## config.mk

```make
export PLATFORM = sky130hd
export DESIGN_NAME = digit_scan_ctrl_flat
export DESIGN_NICKNAME = d
export VERILOG_FILES = /design/src/rtl/digit_scan_ctrl_pkg.sv /design/src/rtl/digit_scan_ctrl_if.sv /design/src/rtl/digit_scan_ctrl_timer.sv /design/src/rtl/digit_scan_ctrl.sv /design/src/flat_wrapper.sv
export SDC_FILE = /design/constraint.sdc
export NUM_CORES = 1
export LEC_CHECK = 0
export CORE_MARGIN = 3
export CORE_UTILIZATION = 28
export DETAILED_ROUTE_END_ITERATION = 7
export GPL_TIMING_DRIVEN = 1
export PLACE_DENSITY_LB_ADDON = 0.25
export RECOVER_POWER = 50
export SYNTH_ARGS = -nofsm -noshare
export SYNTH_HDL_FRONTEND = slang
export SYNTH_SLANG_ARGS = --single-unit
export TNS_END_PERCENT = 5
```

## constraint.sdc

```tcl
create_clock -name clk -period 1.8 [get_ports clk]
set_input_delay 0.36 -clock clk [delete_from_list [all_inputs] [get_ports clk]]
set_output_delay 0.36 -clock clk [all_outputs]
set_load 0.01 [all_outputs]
```

## src/rtl/digit_scan_ctrl_pkg.sv

```systemverilog
// Shared constants and types for the four-digit multiplexed display scanner.
package digit_scan_ctrl_pkg;

    localparam int unsigned DEFAULT_PRESCALE = 16;
    localparam int unsigned DEFAULT_DEAD     = 2;
    localparam int unsigned DATA_W           = 16;
    localparam int unsigned NIB_W            = 4;
    localparam int unsigned SEL_W            = 2;
    localparam int unsigned CNT_W            = 16;

    typedef enum logic [1:0] {
        ST_IDLE = 2'd0,
        ST_ON   = 2'd1,
        ST_DEAD = 2'd2
    } state_t;

    // Digit k lives in bits [4k+3:4k].
    function automatic logic [NIB_W-1:0] pick_nibble(input logic [DATA_W-1:0] d,
                                                     input logic [SEL_W-1:0]  s);
        return d[{s, 2'b00} +: NIB_W];
    endfunction

endpackage

```

## src/rtl/digit_scan_ctrl_if.sv

```systemverilog
// Control/data bundle between the display scanner and its host/decoder side.
interface digit_scan_ctrl_if;
    import digit_scan_ctrl_pkg::*;

    logic                 run;
    logic                 load;
    logic [DATA_W-1:0]    data_in;
    logic [SEL_W-1:0]     sel;
    logic                 e;
    logic [NIB_W-1:0]     nibble;
    logic                 frame_done;

    modport master (
        output run, load, data_in,
        input  sel, e, nibble, frame_done
    );

    modport slave (
        input  run, load, data_in,
        output sel, e, nibble, frame_done
    );

endinterface

```

## src/rtl/digit_scan_ctrl_timer.sv

```systemverilog
// Free-running interval counter: counts 0..load_val, flags terminal count, then restarts.
module scan_timer
    import digit_scan_ctrl_pkg::*;
(
    input  logic             clk,
    input  logic             reset,
    input  logic             clr,
    input  logic [CNT_W-1:0] load_val,
    output logic             tc_c
);

    logic [CNT_W-1:0] cnt;

    assign tc_c = (cnt == load_val);

    always_ff @(posedge clk or posedge reset) begin
        if (reset) begin
            cnt <= '0;
        end else if (clr || tc_c) begin
            cnt <= '0;
        end else begin
            cnt <= cnt + CNT_W'(1);
        end
    end

endmodule

```

## src/rtl/digit_scan_ctrl.sv

```systemverilog
// Four-digit display scan controller: times digit on/blank windows and
// swaps in newly loaded data only at frame boundaries.
module digit_scan_ctrl
    import digit_scan_ctrl_pkg::*;
#(
    parameter int unsigned PRESCALE = DEFAULT_PRESCALE,
    parameter int unsigned DEAD     = DEFAULT_DEAD
) (
    input  logic              clk,
    input  logic              reset,
    digit_scan_ctrl_if.slave  bus
);

    localparam logic [CNT_W-1:0] ON_LAST   = CNT_W'(PRESCALE - 1);
    localparam logic [CNT_W-1:0] DEAD_LAST = CNT_W'((DEAD == 0) ? 0 : DEAD - 1);
    localparam logic             HAS_DEAD  = (DEAD != 0);

    state_t            state;
    logic [SEL_W-1:0]  sel_r;
    logic              e_r;
    logic [NIB_W-1:0]  nibble_r;
    logic              frame_done_r;
    logic [DATA_W-1:0] shadow;
    logic [DATA_W-1:0] active;
    logic              pending;

    logic              tc;
    logic              timer_clr;
    logic [CNT_W-1:0]  load_val;
    logic              start;
    logic              advance;
    logic              to_dead;
    logic              boundary;
    logic [SEL_W-1:0]  sel_nxt;
    logic [DATA_W-1:0] active_nxt;

    assign load_val  = (state == ST_DEAD) ? DEAD_LAST : ON_LAST;
    assign timer_clr = !bus.run || (state == ST_IDLE);

    scan_timer u_timer (
        .clk      (clk),
        .reset    (reset),
        .clr      (timer_clr),
        .load_val (load_val),
        .tc_c     (tc)
    );

    assign start    = bus.run && (state == ST_IDLE);
    assign advance  = bus.run && tc &&
                      (((state == ST_ON) && !HAS_DEAD) || (state == ST_DEAD));
    assign to_dead  = bus.run && tc && (state == ST_ON) && HAS_DEAD;
    assign boundary = start || (advance && (sel_r == 2'd3));

    assign sel_nxt    = (!bus.run || start) ? 2'd0 :
                        advance             ? sel_r + 2'd1 : sel_r;
    // A load landing on the boundary edge bypasses the shadow.
    assign active_nxt = boundary ? (bus.load ? bus.data_in : shadow) : active;

    always_ff @(posedge clk or posedge reset) begin
        if (reset) begin
            state        <= ST_IDLE;
            sel_r        <= '0;
            e_r          <= 1'b0;
            nibble_r     <= '0;
            frame_done_r <= 1'b0;
            shadow       <= '0;
            active       <= '0;
            pending      <= 1'b0;
        end else begin
            sel_r        <= sel_nxt;
            active       <= active_nxt;
            nibble_r     <= pick_nibble(active_nxt, sel_nxt);
            frame_done_r <= bus.run && tc && (state == ST_ON) && (sel_r == 2'd3);

            if (bus.load) shadow <= bus.data_in;
            if (boundary)      pending <= 1'b0;
            else if (bus.load) pending <= 1'b1;

            if (!bus.run) begin
                state <= ST_IDLE;
                e_r   <= 1'b0;
            end else begin
                case (state)
                    ST_IDLE: begin
                        state <= ST_ON;
                        e_r   <= 1'b1;
                    end
                    ST_ON: begin
                        if (to_dead) begin
                            state <= ST_DEAD;
                            e_r   <= 1'b0;
                        end
                    end
                    ST_DEAD: begin
                        if (advance) begin
                            state <= ST_ON;
                            e_r   <= 1'b1;
                        end
                    end
                    default: begin
                        state <= ST_IDLE;
                        e_r   <= 1'b0;
                    end
                endcase
            end
        end
    end

    assign bus.sel        = sel_r;
    assign bus.e          = e_r;
    assign bus.nibble     = nibble_r;
    assign bus.frame_done = frame_done_r;

endmodule
```

## src/flat_wrapper.sv

```systemverilog
// flat-port wrapper written by rule: the top's interface ports become plain ports
module digit_scan_ctrl_flat import digit_scan_ctrl_pkg::*;
#(
    parameter int unsigned PRESCALE = DEFAULT_PRESCALE,
    parameter int unsigned DEAD     = DEFAULT_DEAD
)
  (clk, reset, bus_run, bus_load, bus_data_in, bus_sel, bus_e, bus_nibble, bus_frame_done);
  digit_scan_ctrl_if bus_i ();
  input  logic clk;
  input  logic reset;
  input wire logic [$bits(bus_i.run)-1:0] bus_run;
  input wire logic [$bits(bus_i.load)-1:0] bus_load;
  input wire logic [$bits(bus_i.data_in)-1:0] bus_data_in;
  output wire logic [$bits(bus_i.sel)-1:0] bus_sel;
  output wire logic [$bits(bus_i.e)-1:0] bus_e;
  output wire logic [$bits(bus_i.nibble)-1:0] bus_nibble;
  output wire logic [$bits(bus_i.frame_done)-1:0] bus_frame_done;
  assign bus_i.run = bus_run;
  assign bus_i.load = bus_load;
  assign bus_i.data_in = bus_data_in;
  assign bus_sel = bus_i.sel;
  assign bus_e = bus_i.e;
  assign bus_nibble = bus_i.nibble;
  assign bus_frame_done = bus_i.frame_done;
  digit_scan_ctrl #(.PRESCALE(PRESCALE), .DEAD(DEAD)) u_core (.clk(clk), .reset(reset), .bus(bus_i));
endmodule
```

---- Yosys cells after proc, flatten, opt, wreduce, memory -nomap -nowiden ----
Index checks and enable logic that the tools add are counted.
W data, S select, Z words.
storage, ports and cells
  register bits after elaboration ......... 58
  input bits .............................. 20
  output and inout port bits .............. 8
  word-level logic and storage cells ...... 44
cells by class
  add/subtract/negate cells ............... 2
  eq/ne operators ......................... 6
  shift-type cells ........................ 1
  multiplexer cells ....................... 14
  reductions and logical operators ........ 13
operators by type and width
  cell                     count
  $mux W16                 3
  $add A16 B1 Y16 const B  1
  $eq A16 B16 Y1           1
  $shiftx A16 B5 Y4        1
  $mux W2                  5
  $logic_and A1 B1 Y1      6
  $ne A3 B2 Y1 const B     2
  $pmux W2 S3              1
  $eq A2 B2 Y1 const B     2
  $logic_or A1 B1 Y1       4
  $mux W4                  1
  $mux W1                  3
  $pmux W1 S3              1
  $add A2 B1 Y2 const B    1
  $eq A2 B1 Y1 const B     1
  $logic_not A2 Y1         1
  $reduce_and A2 Y1        1
  $logic_not A1 Y1         1

---- Longest topological paths before layout ----
Gate-level depths: netlist of the first run.
  word-level depth ........................ 9
  mapped depth ............................ 9

---- By module ----
Synthesis of the first run repeated with hierarchy kept, for this count alone.
unflattened totals
  cell total of the unflattened synthesis .. 216
  area, all modules ....................... 2752.6 µm²
by module, submodules not included
  module           times used  cells each  area an instance (µm²)  seq. area each (µm²)
  digit_scan_ctrl  1           115         1766.7                  1026.0
  scan_timer       1           101         985.9                   400.4

---- Worst setup path before layout of the first run ----
No wires, ideal clock.
  path type ............................... register -> register
  start point ............................. register u_core.u_timer.cnt[4]
  end point ............................... register u_core.nibble_r[0], in the netlist u_core.bus.nibble[0]
  data arrival time ....................... 1774 ps
  slack ................................... -108 ps
  cell stages (with the launch flop) ...... 8
  period minus slack after synthesis ...... 1908 ps
  cell sequence ........................... dfrtp_1 -> nor4_4 -> nand4_2 -> o21ai_4 -> buf_6 -> mux2_4 -> mux2i_1 -> mux2i_1
between the ends
  longest elaborated chain between the ends .. 7
  elaborated cells on any way between the ends .. 9
  those cells by class .................... 1 x eq/ne; 1 x shift; 3 x mux; 4 x reduce/logical
RTL lines
  what                              RTL line                     text
  start, declared                   digit_scan_ctrl_timer.sv:12  logic [CNT_W-1:0] cnt;
  start signal, assigned            digit_scan_ctrl_timer.sv:22  cnt <= cnt + CNT_W'(1);
  $eq A16 B16 Y1                    digit_scan_ctrl_timer.sv:14  assign tc_c = (cnt == load_val);
  $logic_and A1 B1 Y1 (2 in a row)  digit_scan_ctrl.sv:49        assign advance = bus.run && tc &&
  $logic_and A1 B1 Y1               digit_scan_ctrl.sv:52        assign boundary = start || (advance && (sel_r == 2'd3));
  $logic_or A1 B1 Y1                digit_scan_ctrl.sv:52
  $mux W16                          digit_scan_ctrl.sv:57        assign active_nxt = boundary ? (bus.load ? bus.data_in : shadow) : active;
  named net u_core.active_nxt[0]    digit_scan_ctrl.sv:35        logic [DATA_W-1:0] active_nxt;
  $shiftx A16 B5 Y4                 digit_scan_ctrl_pkg.sv:20    return d[{s, 2'b00} +: NIB_W];
  end signal, assigned              digit_scan_ctrl.sv:72        nibble_r <= pick_nibble(active_nxt, sel_nxt);
  end, declared                     digit_scan_ctrl.sv:21        logic [NIB_W-1:0] nibble_r;
The timed path passes the listed nets, and every way through them passes these cells.
A chain may end at the register's enable or synchronous reset.

---- Worst setup path after layout of the first run ----
  start point ............................. register u_core.u_timer.cnt[6]
  end point ............................... register u_core.nibble_r[2], in the netlist u_core.bus.nibble[2]
The elaborated chain is that of the path after synthesis.

==> metrics.cfg, run 1 <==
[detailed_routing]
post_drt_wl_per_cell_microns=12.78
routed-via-count=1849
met3_length_microns=140
highest_layer=met4
firstDrtPassIters=4
m1WireLength_microns=3042
routed_wl_microns=5560
wl_met2_microns=2299
drc=0
postRouteAntennaNets=0
vias_per_cell=4.251
dr.first_iter.drc_count=78

[timing]
tightest_slew_ps=685.5
period_needed_ps=1942
maxSlewHeadroom_pct=54.05
finalHoldViolations=0
fmax_mhz=515.0
hold_ws_ps=493.8
clock_skew_ps=10.41
setup_slack_ps=-141.9
timing.final.crit_share_pct=107.9
tns_ps=-498.9
finalSetupViolCount=4
rsz0062_at_grt=true
slew_viol_final=0

[yosys]
syn-instance-count=223
seq_area_frac_synth_pct=53.75
synth_area_sq_um=2654
syn_avg_cell_area_sq_um=11.90
synth_edf_count=0
ys_ff_latch=57
synthTopCellsByArea=dfrtp_1 54%, mux2i_1 7.5%, mux2_2 5.5%, nor2_1 5.0%, xor2_1 3.3%
yosys_most_used_dff=dfrtp_1
async_flop_share_pct=100.0
synth.distinct_cells=38
synth_top_cells_by_count=57 x dfrtp_1, 35 x nor2_1, 20 x mux2i_1, 13 x mux2_2, 11 x inv_1
synth_area_leader_cell=dfrtp_1
yosysWarningCount=0
yosys.area.top_type_share_pct=53.75
syn_nets=245
yosysMostFrequentCell=dfrtp_1

[setup_path]
endpoint_kind=flop
critPathArrivalTime_ps=2140
cp.required_ps=2000
path_max_fanout=10
rrSetupSlack_ps=-140
r2r-end=u_core.bus.nibble[2]
startpoint_type=flop
worstSetupPathType=reg2reg
r2r_cells=7
timing.rr.start=u_core.u_timer.cnt[6]

[floorplan]
floorplan.rows=34
die_w_microns=103.4
start_util_pct=29.57
boundaryPins=28
die_area_sq_um=10680
die_h_microns=103.4
core_area_sq_um=8976

[min_path]
hold_path.startpoint=u_core.active[7]
hold_end=u_core.active[7]
hold_path_depth=1
hp-class=reg2reg

[power_and_ir_drop]
combPwrFrac_pct=16.0
swShare_pct=25.40
clkPwrFrac_pct=35.1
seq_power_share_pct=48.9
internal_power_mw=2.202
p_switching_mw=0.7497
p_leak_nw=1.608
p_per_area_nw_per_um2=804.0
irDropWorstVdd_mv=0.3186
total_power_mw=2.952

[place]
dpl_cell_area_sq_um=3480
routabilityCongestion=0.7956
portBuffers=27
dpl.hpwl_microns=4065

[cells_and_area]
nets=326
fillers=876
fin_util_pct=40.90
drive_gt1_share_pct=32.69
fin_area_sq_um=3671
syn_to_final_growth_pct=38.33
num_antenna_cells=0

[global_route]
grt_pass1_vias=1924
grt_max_degree=27
grt_pass1_wl_microns=9528
track_usage_pct=11.74
grt_overflow_total=0
antenna_found_initial=0

[cts]
root_buffer=clkbuf_8
clk_path_buf_depth=2
h-tree-depth=3
clkLatencyLatePin_ps=330
clock_sink_count=57
path_clk_slew_ps=60
ctsHoldBuffers=0
tritoncts=yes
cts_buffers=9

[job]
maxCapViolCount=0

[status]
outcome=complete, but fails checks
violations=negative setup slack

[power groups by stage]
stage	sequential [mW]	clock (mW)	combinational, mW
after floorplan	1.47	0	0.245
after global placement	1.47	0	0.463
after detailed placement	1.47	0	0.467
after CTS	1.44	1.08	0.474
after global routing	1.46	1.14	0.524
final	1.44	1.04	0.472
[cell type report]
type,instances,area (sq um),share of cell area [%]
sequential,57,1428,38.89
multi-input combinational,147,1177,32.07
timing repair buffer,78,693.2,18.88
tap,126,157.7,4.294
clock buffer,11,141.4,3.851
inverter,11,42.54,1.159
clock inverter,5,31.28,0.8521
[cell families after synthesis]
logic type,Yosys count,share of synthesized area [%]
compound gates,26,7.827
simple gates,68,13.96
mux,37,15.32
fa+ha+maj,2,0.9428
xor+xnor,14,4.620
buf+inv,19,3.583
flops,57,53.75
[critical path, cell delays in order (launching register included)]
cell     delay (ps)
dfrtp_1         410
nor4_4          330
nand4_2         190
o21ai_4         180
buf_12          160
mux2_4          310
mux2i_1         140
mux2i_1          90
[cell usage in the layout (no fill, tap or decap), types with 2 or more instances in the layout]
cell / netlist / layout
mux2i_1: 20 / 20
ha_1: 2 / 2
inv_1: 11 / 10
nand4_2: 2 / 2
nand3_1: 8 / 8
mux2_2: 13 / 9
o21ai_4: 1 / 2
nor3_2: 0 / 2
mux2_4: 4 / 8
xnor2_1: 4 / 4
a21oi_1: 10 / 9
clkbuf_8: 0 / 10
buf_4: 1 / 44
xor2_1: 10 / 10
buf_6: 2 / 2
dfrtp_1: 57 / 56
clkdlybuf4s50_1: 0 / 26
a2bb2oi_1: 8 / 7
nand4_1: 2 / 2
buf_12: 0 / 3
clkinv_2: 0 / 3
nand2_1: 9 / 9
nor2_1: 35 / 35
[per-layer routing]
layer / up-vias / GRT usage (%)
met3: 6 / 2.347
li1: 932 / -
met2: 20 / 15.39
met1: 891 / 17.98
met4: 0 / 5.976
met5: - / 0
[flip-flops by register name, summed over array words and instances, names as in the netlist]
name                   count
u_core.active             16
u_core.bus.e               1
u_core.bus.nibble          4
u_core.bus.sel             2
u_core.u_timer.cnt        16
u_core.state               1
u_core.shadow             16
u_core.bus.frame_done      1
[through the flow]
stage	worst slack (ps)	std cells
after floorplan	-81.23	223
after global placement	-255.7	419
after detailed placement	-268.3	419
after CTS	-178.4	435
after global routing	-265.3	435
final	-141.9	435
[repair_timing]
item / CTS / global route
buffers inserted: 0 / 0
pin swaps: 2 / 0
endpoints found under the setup margin: 4 / 38
gates resized for setup: 1 / 11
[worst max path at each step]
stage | start | to | slack [ps] | depth (start not counted)
after floorplan | u_core.u_timer.cnt[4] | u_core.bus.nibble[0] | -80 | 7
after global placement | bus_run | u_core.bus.nibble[3] | -260 | 7
after detailed placement | bus_run | u_core.bus.nibble[2] | -270 | 7
after CTS | u_core.u_timer.cnt[6] | u_core.bus.nibble[0] | -180 | 7
after global routing | u_core.u_timer.cnt[6] | u_core.bus.nibble[0] | -270 | 7
final | u_core.u_timer.cnt[6] | u_core.bus.nibble[2] | -140 | 7
(Power assumes the default switching activity.)
==> run 2, diff against run 1 <==
REMOVE_ABC_BUFFERS = 1   (was default)
SLEW_MARGIN = 20   (was default)
==> metrics.cfg, run 2 (same netlist as run 1, synthesis figures left out) <==
[place]
dpl.hpwl_microns=3806  ; -6.4%
routabilityCongestion=0.7640  ; -4.0%
dpl_cell_area_sq_um=3451  ; -0.83%
dp_slack_ps=-272.9  ; -4.574 ps
portBuffers=27  ; unchanged
dp_cells=416  ; -0.72%

[floorplan]
die_area_sq_um=10680  ; unchanged
die_w_microns=103.4  ; unchanged
start_util_pct=29.57  ; unchanged
boundaryPins=28  ; unchanged
core_area_sq_um=8976  ; unchanged
floorplan.rows=34  ; unchanged
die_h_microns=103.4  ; unchanged

[power_and_ir_drop]
clkPwrFrac_pct=40.5  ; +5.4 points
total_power_mw=3.173  ; +7.5%
combPwrFrac_pct=14.1  ; -1.9 points
swShare_pct=22.19  ; -3.2 points
p_per_area_nw_per_um2=855.6  ; +6.4%
seq_power_share_pct=45.4  ; -3.5 points
p_leak_nw=1.623  ; +0.92%
irDropWorstVdd_mv=0.3703  ; +16%
internal_power_mw=2.469  ; +12%
p_switching_mw=0.7040  ; -6.1%

[cts]
tritoncts=yes
ctsHoldBuffers=0  ; unchanged
cts_buffers=9  ; unchanged
root_buffer=clkbuf_8
clock_sink_count=57  ; unchanged
clk_path_buf_depth=2  ; unchanged
path_clk_slew_ps=60  ; about the same
clkLatencyLatePin_ps=320  ; about the same
h-tree-depth=3  ; unchanged

[global_route]
antenna_found_initial=0  ; unchanged
grt_pass1_wl_microns=9425  ; -1.1%
grt_pass1_vias=2029  ; +5.5%
grt_max_degree=58  ; +110%
track_usage_pct=11.50  ; -0.24 points
grt_overflow_total=0  ; unchanged

[timing]
rsz0062_at_grt=true
tightest_slew_ps=773.1  ; +87.61 ps
fmax_mhz=502.2  ; -2.5%
clock_skew_ps=6.481  ; -3.931 ps
setup_slack_ps=-191.2  ; -49.34 ps
maxSlewHeadroom_pct=48.46  ; -5.6 points
period_needed_ps=1991  ; +49.34 ps
timing.final.crit_share_pct=110.6  ; +2.7 points
finalSetupViolCount=5  ; +1
tns_ps=-735.7  ; -236.9 ps
hold_ws_ps=494.1  ; +0.2560 ps
finalHoldViolations=0  ; unchanged
slew_viol_final=0  ; unchanged

[cells_and_area]
fillers=858  ; -2.1%
layout_common_cells=57 x dfrtp_1, 45 x buf_4, 32 x nor2_1, 26 x clkdlybuf4s50_1, 20 x mux2i_1
layout.cells.non_filler=434  ; -0.23%
drive_gt1_share_pct=31.82  ; -0.87 points
top_regs=u_core.active x16, u_core.shadow x16, u_core.u_timer.cnt x16
fin_area_sq_um=3709  ; +1.0%
final_common_cell=dfrtp_1
fin_util_pct=41.32  ; +0.42 points
nets=326  ; unchanged
num_antenna_cells=0  ; unchanged
syn_to_final_growth_pct=39.75

[detailed_routing]
post_drt_wl_per_cell_microns=12.63  ; -1.2%
drc=0  ; unchanged
dr.first_iter.drc_count=128  ; +64%
routed_wl_microns=5481  ; -1.4%
vias_per_cell=4.283  ; +0.77%
firstDrtPassIters=5  ; +1
postRouteAntennaNets=0  ; unchanged
routed-via-count=1859  ; +0.54%

[setup_path]
path_max_fanout=17  ; +7
timing.rr.start=u_core.u_timer.cnt[10]
timing.critical_path.max_delay_family=multiplexers
startpoint=u_core.u_timer.cnt[10]
critPathArrivalTime_ps=2180  ; +40 ps
worst_path_max_delay_cell=dfrtp_1
path_common_cell=mux2i_1
cp_cell_sequence=nor4b_4 -> nand4_2 -> o21ai_4 -> buf_12 -> mux2_2 -> mux2i_1 -> mux2i_1
cp.required_ps=1990  ; about the same
critPathMaxStageDelay_ps=410  ; about the same
crit_buf_inv=1  ; unchanged
startpoint_type=flop
endpoint_kind=flop
worstSetupPathType=reg2reg

[status]
violations=negative setup slack
outcome=complete, but fails checks

[min_path]
hold_path.startpoint=u_core.shadow[4]
hp-class=reg2reg

[job]
maxCapViolCount=0  ; unchanged

==> run 2: changes by cell type in the layout (fill, tap and decap cells not counted), moves of 2 or more <==
cell	previous run	this run
clkinv_2	3	1
mux2_4	8	5
nor2_2	0	3
bufinv_16	0	2
mux2_2	9	12
nor2_1	35	32
==> run 2: area by class of cell <==
cell class	count	area, sq um	area share [%]
flip-flops and latches	57	1426	38.46
multi-input cells	147	1166	31.44
repair buffers	78	706.9	19.06
well taps	126	157.7	4.251
clock buffers	12	145.1	3.914
clock inverters	3	65.06	1.754
inverters	11	41.29	1.113
==> run 2: repair_timing <==
item,CTS,global route
setup endpoints to repair,10,31
resized for setup,1,9
buffers inserted,0,3
pin swaps,3,5
==> run 2: worst paths after layout <==
kind,end,slack [ps],depth (start not counted)
max in group asynchronous,u_core.shadow[5],570,3
setup / recovery,u_core.bus.nibble[3],-190,7
hold / removal,u_core.shadow[4],490,1
hold reg to reg,u_core.shadow[4],490,1
setup reg to reg,u_core.bus.nibble[3],-190,7
min in group asynchronous,u_core.shadow[11],730,3
==> run 2: power by group through the flow <==
stage / registers (mW) / logic, mW / clock network, mW
2_1_floorplan: 1.47 / 0.230 / 0
3_3_place_gp: 1.46 / 0.443 / 0
3_5_place_dp: 1.46 / 0.449 / 0
4_1_cts: 1.44 / 0.451 / 1.34
5_1_grt: 1.45 / 0.496 / 1.40
6_report: 1.44 / 0.448 / 1.29
==> run 2: metal layers <==
layer	global-route usage (%)	vias up	share of wire, %
met5	0	-	0
met4	4.582	0	1.6
met3	3.957	6	3.4
met2	18.28	26	47
met1	14.35	897	48
li1	-	930	-
==> run 3, diff against run 2 <==
CAP_MARGIN = 20   (was default)
CORE_UTILIZATION = 40   (was 28)
GPL_TIMING_DRIVEN = 0   (was 1)
==> metrics.cfg, run 3 (same netlist as run 1, synthesis figures left out) <==
[status]
outcome=complete, but fails checks
violations=negative setup slack

[global_route]
grt_use_met2_pct=21.71  ; +3.4 points
grt_pass1_vias=1744  ; -14%
track_usage_pct=14.85  ; +3.3 points
met3_usage_pct=5.203  ; +1.2 points
met1_usage_pct=19.39  ; +5.0 points
grt_max_degree=58  ; unchanged
grt_overflow_total=0  ; unchanged
antenna_found_initial=0  ; unchanged
busiest_layer=met2
grt_pass1_wl_microns=8487  ; -10%

[detailed_routing]
vias_per_cell=5.043  ; +18%
firstDrtPassIters=4  ; -1
routed_wl_microns=5134  ; -6.3%
routed-via-count=1740  ; -6.4%
post_drt_wl_per_cell_microns=14.88  ; +18%
dr.first_iter.drc_count=75  ; -41%
drc=0  ; unchanged
postRouteAntennaNets=0  ; unchanged

[power_and_ir_drop]
internal_power_mw=2.410  ; -2.4%
p_leak_nw=1.419  ; -13%
irDropWorstVdd_mv=0.5920  ; +60%
clkPwrFrac_pct=40.4  ; about the same
p_switching_mw=0.6998  ; -0.60%
swShare_pct=22.51  ; +0.32 points
p_per_area_nw_per_um2=920.1  ; +7.5%
seq_power_share_pct=46.5  ; +1.1 points
combPwrFrac_pct=13.1  ; -1.0 points

[setup_path]
startpoint_type=flop
critPathArrivalTime_ps=2260  ; +80 ps
timing.critical_path.max_delay_family=multiplexers
endpoint_kind=flop
critPathMaxStageDelay_ps=470  ; +60 ps
crit_buf_inv=1  ; unchanged
worstSetupPathType=reg2reg
startpoint=u_core.bus.e
rrSetupSlack_ps=-270  ; -80 ps
cp.required_ps=1990  ; about the same
path_common_cell=mux2i_1
timing.rr.start=u_core.bus.e
worst_path_max_delay_cell=dfrtp_2
path_max_fanout=14  ; -3
cp_cell_sequence=and2b_2 -> nand4_4 -> o21ai_4 -> buf_12 -> mux2_4 -> mux2i_1 -> mux2i_1

[timing]
timing.final.crit_share_pct=114.9  ; +4.3 points
clock_skew_ps=3.949  ; -2.532 ps
period_needed_ps=2069  ; +77.73 ps
tightest_slew_ps=887.9  ; +114.8 ps
finalHoldViolations=0  ; unchanged
slew_viol_final=0  ; unchanged
finalSetupViolCount=27  ; +22
hold_ws_ps=491.6  ; -2.457 ps
setup_slack_ps=-269.0  ; -77.73 ps
maxSlewHeadroom_pct=40.81  ; -7.7 points
rsz0062_at_grt=true
fmax_mhz=483.3  ; -3.8%

[floorplan]
core_area_sq_um=6386  ; -29%
die_w_microns=87.45  ; -15%
floorplan.rows=29  ; -15%
die_h_microns=87.45  ; -15%
start_util_pct=41.56  ; +12 points
boundaryPins=28  ; unchanged
die_area_sq_um=7648  ; -28%

[place]
routabilityCongestion=0.7586  ; -0.71%
dpl.hpwl_microns=2979  ; -22%
portBuffers=27  ; unchanged
dp_cells=320  ; -23%

[cts]
clk_path_buf_depth=2  ; unchanged
tritoncts=yes
ctsHoldBuffers=0  ; unchanged
cts_buffers=9  ; unchanged
clock_sink_count=57  ; unchanged
path_clk_slew_ps=60  ; about the same
root_buffer=clkbuf_8
clkLatencyLatePin_ps=330  ; about the same
h-tree-depth=3  ; unchanged

[cells_and_area]
nets=286  ; -12%
syn_to_final_growth_pct=27.35
layout_common_cells=51 x dfrtp_1, 34 x nor2_1, 25 x clkdlybuf4s50_1, 20 x mux2i_1, 13 x clkbuf_8
layout.cells.non_filler=345  ; -21%
fillers=569  ; -34%
drive_gt1_share_pct=24.25  ; -7.6 points
fin_util_pct=52.92  ; +12 points
num_antenna_cells=0  ; unchanged
top_regs=u_core.active x16, u_core.shadow x16, u_core.u_timer.cnt x16
final_common_cell=dfrtp_1

[job]
maxCapViolCount=0  ; unchanged

[min_path]
hold_path.startpoint=u_core.active[0]
hp-class=reg2reg

run 3: changes by cell type in the layout (fill, tap and decap cells not counted), moves of 3 or more:
cell / before / now
buf_4: 45 / 5
dfrtp_1: 57 / 51
dfrtp_2: 0 / 6
clkbuf_8: 10 / 13
mux2_2: 12 / 9
mux2_4: 5 / 8
run 3: final timing paths:
kind / endpoint / cells past startpoint
max: u_core.bus.nibble[3] / 7
min: u_core.active[0] / 1
max reg2reg: u_core.bus.nibble[3] / 7
min reg2reg: u_core.active[0] / 1
max in group asynchronous: u_core.u_timer.cnt[1] / 3
min in group asynchronous: u_core.shadow[7] / 3
run 3: metal layers:
metal	share of wire [%]	vias to the layer above
met5	0	-
met4	2.6	0
met3	4.3	15
met2	47	35
met1	46	840
li1	-	850
run 3: what timing repair did:
| item | CTS | global route |
|---|---|---|
| gates resized for setup | 12 | 10 |
| setup buffers | 6 | 3 |
| pin swaps | 8 | 7 |
| cloned | 1 | 0 |
| setup endpoints to repair | 39 | 38 |
run 3: power by group through the flow:
stage               registers (mW)  logic (mW)  clock network (mW)
floorplan                     1.47       0.230                   0
global placement              1.46       0.367                   0
detailed placement            1.47       0.382                   0
CTS                           1.45       0.409                1.30
global route                  1.46       0.452                1.35
finish                        1.44       0.408                1.26
run 3: area by class of cell:
| class | instances | area, sq um | area share (%) |
|---|---|---|---|
| clock buffer | 13 | 178.9 | 5.294 |
| clock inverter | 2 | 35.03 | 1.037 |
| inverter | 11 | 42.54 | 1.259 |
| multi-input combinational | 148 | 1216 | 35.99 |
| sequential | 57 | 1434 | 42.43 |
| tap | 77 | 96.34 | 2.851 |
| timing repair buffer | 37 | 376.6 | 11.14 |
run 3: stage by stage:
stage | TNS [ps] | worst slack [ps] | instance area, sq um | power [mW]
3_5_place_dp | -18530 | -890.9 | 3000 | 1.850
6_report | -1391 | -269.0 | 3379 | 3.109
4_1_cts | -2654 | -259.3 | 3338 | 3.150
2_1_floorplan | -3141 | -403.8 | 2600 | 1.696
5_1_grt | -5149 | -386.9 | 3379 | 3.264
3_3_place_gp | -80390 | -1095 | 2967 | 1.830
